File: src/rtl/apb_timer_if.sv
// APB slave-side bundle for the timer: the bridge's per-slave select, the shared
// address/enable/write/write-data signals and the returned read data.
interface apb_timer_if;
    logic        psel;
    logic        penable;
    logic [11:0] paddr;
    logic        pwrite;
    logic [31:0] pwdata;
    logic [31:0] prdata;

    modport master (
        output psel, penable, paddr, pwrite, pwdata,
        input  prdata
    );

    modport slave (
        input  psel, penable, paddr, pwrite, pwdata,
        output prdata
    );
endinterface

File: src/rtl/apb_timer.sv
// Zero-wait-state APB down-counting timer with prescaler, one-shot/periodic
// modes and a maskable level interrupt.
module apb_timer #(
    parameter int CNT_W = 32,
    parameter int PRE_W = 8
) (
    input  logic        hclk,
    input  logic        hrst,
    apb_timer_if.slave  apb,
    output logic        timer_int
);

    typedef enum logic [0:0] {
        ST_STOP = 1'b0,
        ST_RUN  = 1'b1
    } state_t;

    localparam logic [2:0] OFS_LOAD    = 3'd0;
    localparam logic [2:0] OFS_VALUE   = 3'd1;
    localparam logic [2:0] OFS_CTRL    = 3'd2;
    localparam logic [2:0] OFS_INTCLR  = 3'd3;
    localparam logic [2:0] OFS_INTSTAT = 3'd4;

    state_t             state_r;
    state_t             state_next_s;
    logic [CNT_W-1:0]   load_r;
    logic [CNT_W-1:0]   value_r;
    logic               periodic_r;
    logic               int_en_r;
    logic [PRE_W-1:0]   prescale_r;
    logic [PRE_W-1:0]   pre_cnt_r;
    logic               raw_int_r;

    logic [2:0]         addr_s;
    logic               wr_s;
    logic               load_wr_s;
    logic               ctrl_wr_s;
    logic               intclr_wr_s;
    logic               run_s;
    logic               tick_s;
    logic               count_tick_s;
    logic               expire_s;
    logic [31:0]        rdata_s;
    logic               unused_s;

    function automatic logic [31:0] zext_cnt(input logic [CNT_W-1:0] v);
        logic [31:0] r;
        r = 32'h0;
        r[CNT_W-1:0] = v;
        return r;
    endfunction

    function automatic logic [31:0] ctrl_word(input logic en, input logic periodic,
                                              input logic int_en,
                                              input logic [PRE_W-1:0] prescale);
        logic [31:0] r;
        r = 32'h0;
        r[0] = en;
        r[1] = periodic;
        r[2] = int_en;
        r[8+PRE_W-1:8] = prescale;
        return r;
    endfunction

    assign addr_s      = apb.paddr[4:2];
    assign wr_s        = apb.psel & apb.penable & apb.pwrite;
    assign load_wr_s   = wr_s & (addr_s == OFS_LOAD);
    assign ctrl_wr_s   = wr_s & (addr_s == OFS_CTRL);
    assign intclr_wr_s = wr_s & (addr_s == OFS_INTCLR);
    assign run_s       = (state_r == ST_RUN);
    assign tick_s      = run_s & (pre_cnt_r == prescale_r);

    // A LOAD write or a stopping CTRL write swallows a coincident tick.
    assign count_tick_s = tick_s & ~load_wr_s & ~(ctrl_wr_s & ~apb.pwdata[0]);
    assign expire_s     = count_tick_s & (value_r == {CNT_W{1'b0}});

    assign unused_s = &{1'b0, apb.paddr[11:5], apb.paddr[1:0], apb.pwdata};

    // State register.
    always_ff @(posedge hclk) begin
        if (hrst) begin
            state_r <= ST_STOP;
        end else begin
            state_r <= state_next_s;
        end
    end

    // Next state: follows the en bit written via CTRL; one-shot expiry stops.
    always_comb begin
        state_next_s = state_r;
        if (ctrl_wr_s) begin
            state_next_s = apb.pwdata[0] ? ST_RUN : ST_STOP;
        end else if (expire_s && !periodic_r) begin
            state_next_s = ST_STOP;
        end else begin
            state_next_s = state_r;
        end
    end

    // CTRL mode and prescale fields.
    always_ff @(posedge hclk) begin
        if (hrst) begin
            periodic_r <= 1'b0;
            int_en_r   <= 1'b0;
            prescale_r <= {PRE_W{1'b0}};
        end else if (ctrl_wr_s) begin
            periodic_r <= apb.pwdata[1];
            int_en_r   <= apb.pwdata[2];
            prescale_r <= apb.pwdata[8+PRE_W-1:8];
        end
    end

    // Prescaler: counts only in RUN, restarts on LOAD writes and after each tick.
    always_ff @(posedge hclk) begin
        if (hrst) begin
            pre_cnt_r <= {PRE_W{1'b0}};
        end else if (load_wr_s || !run_s || tick_s) begin
            pre_cnt_r <= {PRE_W{1'b0}};
        end else begin
            pre_cnt_r <= pre_cnt_r + PRE_W'(1);
        end
    end

    // LOAD register.
    always_ff @(posedge hclk) begin
        if (hrst) begin
            load_r <= {CNT_W{1'b0}};
        end else if (load_wr_s) begin
            load_r <= apb.pwdata[CNT_W-1:0];
        end
    end

    // Down counter: loads with LOAD writes, reloads on periodic expiry.
    always_ff @(posedge hclk) begin
        if (hrst) begin
            value_r <= {CNT_W{1'b0}};
        end else if (load_wr_s) begin
            value_r <= apb.pwdata[CNT_W-1:0];
        end else if (count_tick_s) begin
            if (value_r != {CNT_W{1'b0}}) begin
                value_r <= value_r - CNT_W'(1);
            end else if (periodic_r) begin
                value_r <= load_r;
            end
        end
    end

    // Raw interrupt: expiry beats a coincident INTCLR write.
    always_ff @(posedge hclk) begin
        if (hrst) begin
            raw_int_r <= 1'b0;
        end else if (expire_s) begin
            raw_int_r <= 1'b1;
        end else if (intclr_wr_s) begin
            raw_int_r <= 1'b0;
        end
    end

    // Read mux, valid in both setup and access phases.
    always_comb begin
        rdata_s = 32'h0;
        if (apb.psel && !apb.pwrite) begin
            case (addr_s)
                OFS_LOAD:    rdata_s = zext_cnt(load_r);
                OFS_VALUE:   rdata_s = zext_cnt(value_r);
                OFS_CTRL:    rdata_s = ctrl_word(run_s, periodic_r, int_en_r, prescale_r);
                OFS_INTSTAT: rdata_s = {30'h0, raw_int_r & int_en_r, raw_int_r};
                default:     rdata_s = 32'h0;
            endcase
        end else begin
            rdata_s = 32'h0;
        end
    end

    assign apb.prdata = rdata_s;
    assign timer_int  = raw_int_r & int_en_r;

endmodule

File: src/flat_wrapper.sv
// flat-port wrapper written by rule: the top's interface ports become plain ports
module apb_timer_flat 
#(
    parameter int CNT_W = 32,
    parameter int PRE_W = 8
)
  (hclk, hrst, timer_int, apb_psel, apb_penable, apb_paddr, apb_pwrite, apb_pwdata, apb_prdata);
  apb_timer_if apb_i ();
  input  logic hclk;
  input  logic hrst;
  output logic timer_int;
  input wire logic [$bits(apb_i.psel)-1:0] apb_psel;
  input wire logic [$bits(apb_i.penable)-1:0] apb_penable;
  input wire logic [$bits(apb_i.paddr)-1:0] apb_paddr;
  input wire logic [$bits(apb_i.pwrite)-1:0] apb_pwrite;
  input wire logic [$bits(apb_i.pwdata)-1:0] apb_pwdata;
  output wire logic [$bits(apb_i.prdata)-1:0] apb_prdata;
  assign apb_i.psel = apb_psel;
  assign apb_i.penable = apb_penable;
  assign apb_i.paddr = apb_paddr;
  assign apb_i.pwrite = apb_pwrite;
  assign apb_i.pwdata = apb_pwdata;
  assign apb_prdata = apb_i.prdata;
  apb_timer #(.CNT_W(CNT_W), .PRE_W(PRE_W)) u_core (.hclk(hclk), .hrst(hrst), .apb(apb_i), .timer_int(timer_int));
endmodule
File: config.mk
export PLATFORM = sky130hd
export DESIGN_NAME = apb_timer_flat
export DESIGN_NICKNAME = d
export VERILOG_FILES = /design/src/rtl/apb_timer_if.sv /design/src/rtl/apb_timer.sv /design/src/flat_wrapper.sv
export SDC_FILE = /design/constraint.sdc
export NUM_CORES = 1
export LEC_CHECK = 0
export BUFFER_PORTS_ARGS = -buffer_cell sky130_fd_sc_hd__buf_2
export CELL_PAD_IN_SITES_DETAIL_PLACEMENT = 2
export CELL_PAD_IN_SITES_GLOBAL_PLACEMENT = 2
export CORE_ASPECT_RATIO = 1.25
export CORE_UTILIZATION = 32
export CTS_CLUSTER_DIAMETER = 200
export DETAILED_ROUTE_END_ITERATION = 6
export PLACE_DENSITY = 0.8
export SLEW_MARGIN = 20
export SYNTH_ARGS = -nofsm -noshare
export SYNTH_HDL_FRONTEND = slang
export SYNTH_SLANG_ARGS = --single-unit
File: constraint.sdc
create_clock -name hclk -period 3.6 [get_ports hclk]
set_input_delay 0.18 -clock hclk [delete_from_list [all_inputs] [get_ports hclk]]
set_output_delay 0.18 -clock hclk [all_outputs]
set_load 0.02 [all_outputs]
Word level (Yosys, flattened, before mapping) --
Cells that the tools add are included.
Storage, ports and cells: bits in registers 84, latch bits 0, memory bits (writable) 0, bits in read-only memories 0, input port bits 49, output and inout port bits 33, word-level logic and storage cells 56, memories kept 0
Operators by class: add/sub/neg operators 2, multiply operators 0, divide/modulo/power cells 0, $lt $le $gt $ge 0, eq/ne operators 5, shift operators 0, mux-type cells 11, bitwise operators 14, reduce and logical (&&, ||, !) cells 16
Operators by type and width (count):
- $mux W32 | 5
- $pmux W32 S4 | 1
- $logic_not A32 Y1 | 1
- $reduce_bool A32 Y1 | 1
- $sub A32 B1 Y32 const B | 1
- $and A1 B1 Y1 | 11
- $add A8 B1 Y8 const B | 1
- $eq A8 B8 Y1 | 1
- $eq A3 B2 Y1 const B | 2
- $reduce_bool A2 Y1 | 3
- $mux W1 | 5
- $eq A3 B1 Y1 const B | 1
- $eq A3 B3 Y1 const B | 1
- $logic_not A1 Y1 | 3
- $logic_not A3 Y1 | 1
- $not A1 Y1 | 3
- $reduce_bool A3 Y1 | 1
- $logic_and A1 B1 Y1 | 2
- $logic_or A1 B1 Y1 | 2
- $reduce_and A2 Y1 | 1
- $reduce_or A2 Y1 | 1

Longest topological paths before layout --
depth in word-level cells 10, mapped depth 10

Worst setup path after synthesis --
Ideal clock, no wire load.
path type register -> register, start point register u_core.value_r[15], end point register u_core.value_r[10], arrival 2.633 ns, slack 0.833 ns, stages on the path, launching flop included 9, buffers on the path 2, clock period less this slack 2.767 ns, path through dfxtp_1 > buf_2 > or4_4 > or4_4 > or4_4 > and2_0 > clkbuf_1 > a221oi_1 > a311oi_1
Between the ends: longest elaborated chain between the ends 4
RTL lines:
- start, declared | line apb_timer.sv:27 | logic [CNT_W-1:0] value_r;
- start signal, assigned | line apb_timer.sv:136 | value_r <= {CNT_W{1'b0}};
- start signal, assigned | line apb_timer.sv:138 | value_r <= apb.pwdata[CNT_W-1:0];
- start signal, assigned | line apb_timer.sv:141 | value_r <= value_r - CNT_W'(1);
- $reduce_bool A32 Y1 * | line apb_timer.sv:140 | if (value_r != {CNT_W{1'b0}}) begin
- $mux W32 | line apb_timer.sv:140
- $mux W32 | line apb_timer.sv:139 | end else if (count_tick_s) begin
- $mux W32 | line apb_timer.sv:137 | end else if (load_wr_s) begin
Every way passes the cells marked *; elsewhere a longest branch is shown, timed or not. The select of a mux whose other input is x is not followed. A chain may end at the register's enable or synchronous reset.

Final worst setup path --
start point register u_core.value_r[1], end point register u_core.value_r[22]
Between the ends: longest elaborated chain between the ends 4
RTL lines (line):
- $sub A32 B1 Y32 or $reduce_bool A32 Y1 (tied branches) | apb_timer.sv:141, apb_timer.sv:140
- $mux W32 | apb_timer.sv:140
- $mux W32 | apb_timer.sv:139
- $mux W32 | apb_timer.sv:137
Several ways; a longest one is shown, not always the timed one. The select of a mux whose other input is x is not followed.

==> out/summary.log <==
[run_status] status finished, final reports clean
[synth] mux contribution to synthesized area 0.0307
[worst_setup_path] cell with the largest stage delay on the worst path sky130_fd_sc_hd__or4_4
[die] core outline area 15100 um^2
[timing] count of endpoints failing hold in the final timing report 0
[synth] largest area contributor in the netlist sky130_fd_sc_hd__dfxtp_1
[timing] Post-Route Hold Slack 0.0843 ns
[synth] post-synthesis instance area 4980 um^2
[die] horizontal die dimension 114 um
[worst_setup_path] source of the worst register-to-register timing path u_core.value_r[1]$_SDFFE_PP0P_
[cts] clock net sink count 84
[finish] antenna diode count 0
[power_and_ir_drop] Power Dens Cells 399 nW/um^2
[synth] part of the Yosys area used for sequential elements 0.338
[synth] XOR/XNOR share of the synthesized area 0.0334
[timing] Rel. slew slack 0.368
[place] number of port buffers 72
[worst_setup_path] worst-path cell chain inv_1 > ha_1 > nor4b_1 > nand4_1 > or4_4 > a21oi_4 > buf_4 > o21ai_1 > a21oi_1
[die] effective utilization at floorplan 0.330
[worst_setup_path] CP Class reg -> reg
[power_and_ir_drop] Max rail drop VDD 0.000253 V
[synth] Synth Area in Adders 0.00754
[synth] leading cell types by total area after synthesis sky130_fd_sc_hd__dfxtp_1, sky130_fd_sc_hd__nand2_1, sky130_fd_sc_hd__a21oi_1, sky130_fd_sc_hd__nor2_1, sky130_fd_sc_hd__a22oi_1
[cts] CTS resizes 0
[drt] remaining antenna violation count after routing 0
[worst_setup_path] WP data arrival 3.29 ns
[timing] maximum clock skew at final layout 0.00772 ns
[cts] buffers inserted during post-CTS setup optimization 0
[cts] number of buffers between clock root and the deepest sink 2
[synth] Async SR Flop Fraction 0
[worst_hold_path] worst min path class in -> reg
[global_routing] final global-route overflow total 0
[synth] top cell type's share of synthesized area 0.338
[die] I/O pin count 82
[cts] clock tree root driver cell sky130_fd_sc_hd__clkbuf_16
[timing] final number of setup-violating endpoints 0
[timing] fin crit share 0.839
[cts] clock-pin slew of the registers on the worst-case setup and hold paths 0.06 ns
[synth] Gate Count Post-Synth 677
[synth] post-synthesis average cell area 7.35 um^2
[die] number of placement rows 50
[place] DP Worst Slack 0.579 ns
[worst_hold_path] Min-Delay Endpoint u_core.load_r[27]$_SDFFE_PP0P_
[worst_setup_path] launching element type of the critical path flop
[cts] CTS tree yes
[finish] number of cells in the finished layout apart from fillers 947
[finish] area overhead of the layout relative to synthesis 18.4%
[cts] number of CTS-inserted buffers 9
[place] routability congestion estimate from global placement 0.806
[global_routing] pin count of the biggest net entering global routing 55
[worst_setup_path] Worst Path Max Fanout 12
[global_routing] wire length of the first global-routing pass 32.1 mm
[worst_hold_path] worst hold path depth 3
[worst_hold_path] Min-Delay Startpoint apb_pwdata[27]
[synth] synth unique cells 62
[timing] unrepaired setup endpoints after global routing no
[synth] post-synthesis compound-gate area fraction 0.266
[die] die footprint 16100 um^2
[synth] number of synthesized register bits 84
[finish] fraction of final layout cells with drive strength greater than 1 0.188
[drt] Pre-antenna DRT Iters 4
[timing] Pins Over Slew Limit 0
[timing] worst setup slack after layout 0.580 ns
[run] Max Cap Viol 0
[worst_setup_path] Required @ worst endpoint 3.87 ns
[worst_setup_path] Slowest Stage Delay on Critical Path 0.64 ns
[timing] transition time of the tightest slew-check pin 0.948 ns
[worst_setup_path] worst path buffer plus inverter count 2
[worst_setup_path] FF-to-FF setup slack 0.58 ns
[cts] total of hold buffers inserted after clock tree synthesis 0
[synth] Synth Area in Simple Gates 0.269
[drt] DRC marker count from the first detailed-route iteration 210
[worst_setup_path] endpoint of the lowest-slack register-to-register path u_core.value_r[22]$_SDFFE_PP0P_
[synth] count of flip-flops with a built-in enable after synthesis 0
[global_routing] total routing usage reported by global routing 0.258
[worst_setup_path] Worst Reg-to-Reg Cells 9
[synth] combinational family with the most area after synthesis simple AND/OR/NAND/NOR gates
[power_and_ir_drop] leakage power summed over all cells 2.16 nW
[finish] net count of the finished layout 786
[drt] WL/cell 21.1 um
[global_routing] number of global-route vias before repair 5851
[drt] number of design rule violations left after detail routing 0
[place] count of placed standard cells including taps 931
[place] DP HPWL 14.0 mm
[synth] primary flip-flop cell chosen by synthesis mapping sky130_fd_sc_hd__dfxtp_1
[timing] timing-limited maximum frequency 331 MHz
[global_routing] number of antenna violations at the first check in global routing 0
[die] vertical extent of the die 141 um
[timing] shortest clock period the worst path allows after layout 3.02 ns
[drt] count of vias placed by the detailed router 5428
[timing] sum of negative setup slack 0 ns
[synth] Yosys Warn Count 0
[worst_setup_path] CP Capture Type flop
[cts] clock network latency to the later pin of the worst-skew pair 0.35 ns
[synth] synthesized netlist net count 729
[cts] maximum level of the CTS H-tree 3
[drt] Routed WL 20.0 mm
[drt] average via count per standard cell 5.73
[worst_setup_path] Crit path max-delay family simple AND/OR/NAND/NOR gates
-- state kept, by name, indices dropped and copies added, names as in the netlist --
signal and cells:
u_core.load_r 32, u_core.value_r 32, u_core.pre_cnt_r 8, u_core.prescale_r 8, u_core.int_en_r 1, u_core.periodic_r 1, u_core.raw_int_r 1, u_core.run_s 1
-- placed cells by master (no fill, tap or decap), drive strengths merged, types with 5 or more instances in the layout --
| cell | n |
|---|---|
| o41ai | 5 |
| or3 | 9 |
| o32ai | 6 |
| nand2 | 110 |
| a22oi | 21 |
| a21oi | 79 |
| nand4 | 6 |
| mux2i | 13 |
| nor4 | 8 |
| a311oi | 7 |
| o21ai | 24 |
| nand3 | 19 |
| dfxtp | 84 |
| nor2 | 84 |
| xor2 | 6 |
| xnor2 | 13 |
| buf | 98 |
| o211ai | 15 |
| clkbuf | 16 |
| a31oi | 7 |
| a211oi | 8 |
| or4 | 9 |
| nor3 | 21 |
| inv | 15 |
-- worst register-to-register path, cell delays in order (launching register included) --
cell and delay, ns:
sky130_fd_sc_hd__dfxtp_1 0.36, sky130_fd_sc_hd__inv_1 0.10, sky130_fd_sc_hd__ha_1 0.15, sky130_fd_sc_hd__nor4b_1 0.47, sky130_fd_sc_hd__nand4_1 0.32, sky130_fd_sc_hd__or4_4 0.64
sky130_fd_sc_hd__a21oi_4 0.35, sky130_fd_sc_hd__buf_4 0.29, sky130_fd_sc_hd__o21ai_1 0.11, sky130_fd_sc_hd__a21oi_1 0.15
-- cells by family (layout without fill, tap and decap cells) --
family | count (synthesis) | in the layout
compound gates | 198 | 198
fa+ha+maj | 3 | 3
mux | 15 | 15
buf+inv | 67 | 129
xor+xnor | 19 | 19
simple gates | 291 | 291
flops | 84 | 84
-- cell type report --
| class | instances | area [um^2] |
|---|---|---|
| Inverter | 15 | 56.3 |
| Tap cell | 208 | 260 |
| Fill cell | 1769 | 9180 |
| Sequential cell | 84 | 1680 |
| Multi-Input combinational cell | 526 | 3040 |
| Clock buffer | 16 | 302 |
| Timing Repair Buffer | 98 | 556 |
-- Yosys cell counts, types with 7 or more instances --
library cell               count
sky130_fd_sc_hd__dfxtp_1      84
sky130_fd_sc_hd__o21ai_1       7
sky130_fd_sc_hd__o21ai_0      17
sky130_fd_sc_hd__or3_1         9
sky130_fd_sc_hd__a211oi_1      8
sky130_fd_sc_hd__nor4_1        7
sky130_fd_sc_hd__xnor2_1      13
sky130_fd_sc_hd__nand2_1     110
sky130_fd_sc_hd__a31oi_1       7
sky130_fd_sc_hd__inv_1        15
sky130_fd_sc_hd__mux2i_1      13
sky130_fd_sc_hd__o211ai_1     15
sky130_fd_sc_hd__a21oi_1      78
sky130_fd_sc_hd__nor2_1       84
sky130_fd_sc_hd__nand3_1      19
sky130_fd_sc_hd__a22oi_1      21
sky130_fd_sc_hd__nor3_1       20
sky130_fd_sc_hd__clkbuf_1     41
-- metrics by stage --
step	instance area, um^2	utilization	total power, mW
after floorplan	4980	-	1.25
after global placement	5590	0.371	1.39
after detailed placement	5590	0.371	1.41
after CTS	5890	0.391	2.37
after global routing	5890	0.391	2.44
final	5890	0.391	2.35
-- layer usage --
| metal | vias to the layer above | GRT usage | share of wire | wire [um] |
|---|---|---|---|---|
| li1 | 2558 | - | - | - |
| met1 | 2708 | 0.287 | 0.41 | 8170 |
| met2 | 123 | 0.485 | 0.53 | 10600 |
| met3 | 39 | 0.0402 | 0.035 | 698 |
| met5 | - | 0 | 0 | 0 |
| met4 | 0 | 0.101 | 0.026 | 525 |
-- worst max-delay path by stage --
stage / from / end / cells after the start
floorplan: u_core.value_r[15]$_SDFFE_PP0P_ / u_core.value_r[10]$_SDFFE_PP0P_ / 8
global placement: u_core.value_r[16]$_SDFFE_PP0P_ / u_core.value_r[14]$_SDFFE_PP0P_ / 7
detailed placement: u_core.value_r[1]$_SDFFE_PP0P_ / u_core.value_r[2]$_SDFFE_PP0P_ / 9
CTS: u_core.value_r[1]$_SDFFE_PP0P_ / u_core.value_r[22]$_SDFFE_PP0P_ / 9
global route: u_core.value_r[1]$_SDFFE_PP0P_ / u_core.value_r[22]$_SDFFE_PP0P_ / 9
finish: u_core.value_r[1]$_SDFFE_PP0P_ / u_core.value_r[22]$_SDFFE_PP0P_ / 9
-- power by group --
part	internal (mW)	switching [mW]
Combinational	0.155	0.295
Clock	0.564	0.389
Sequential	0.937	0.0105
Total	1.66	0.694
(Power assumes the default switching activity.)
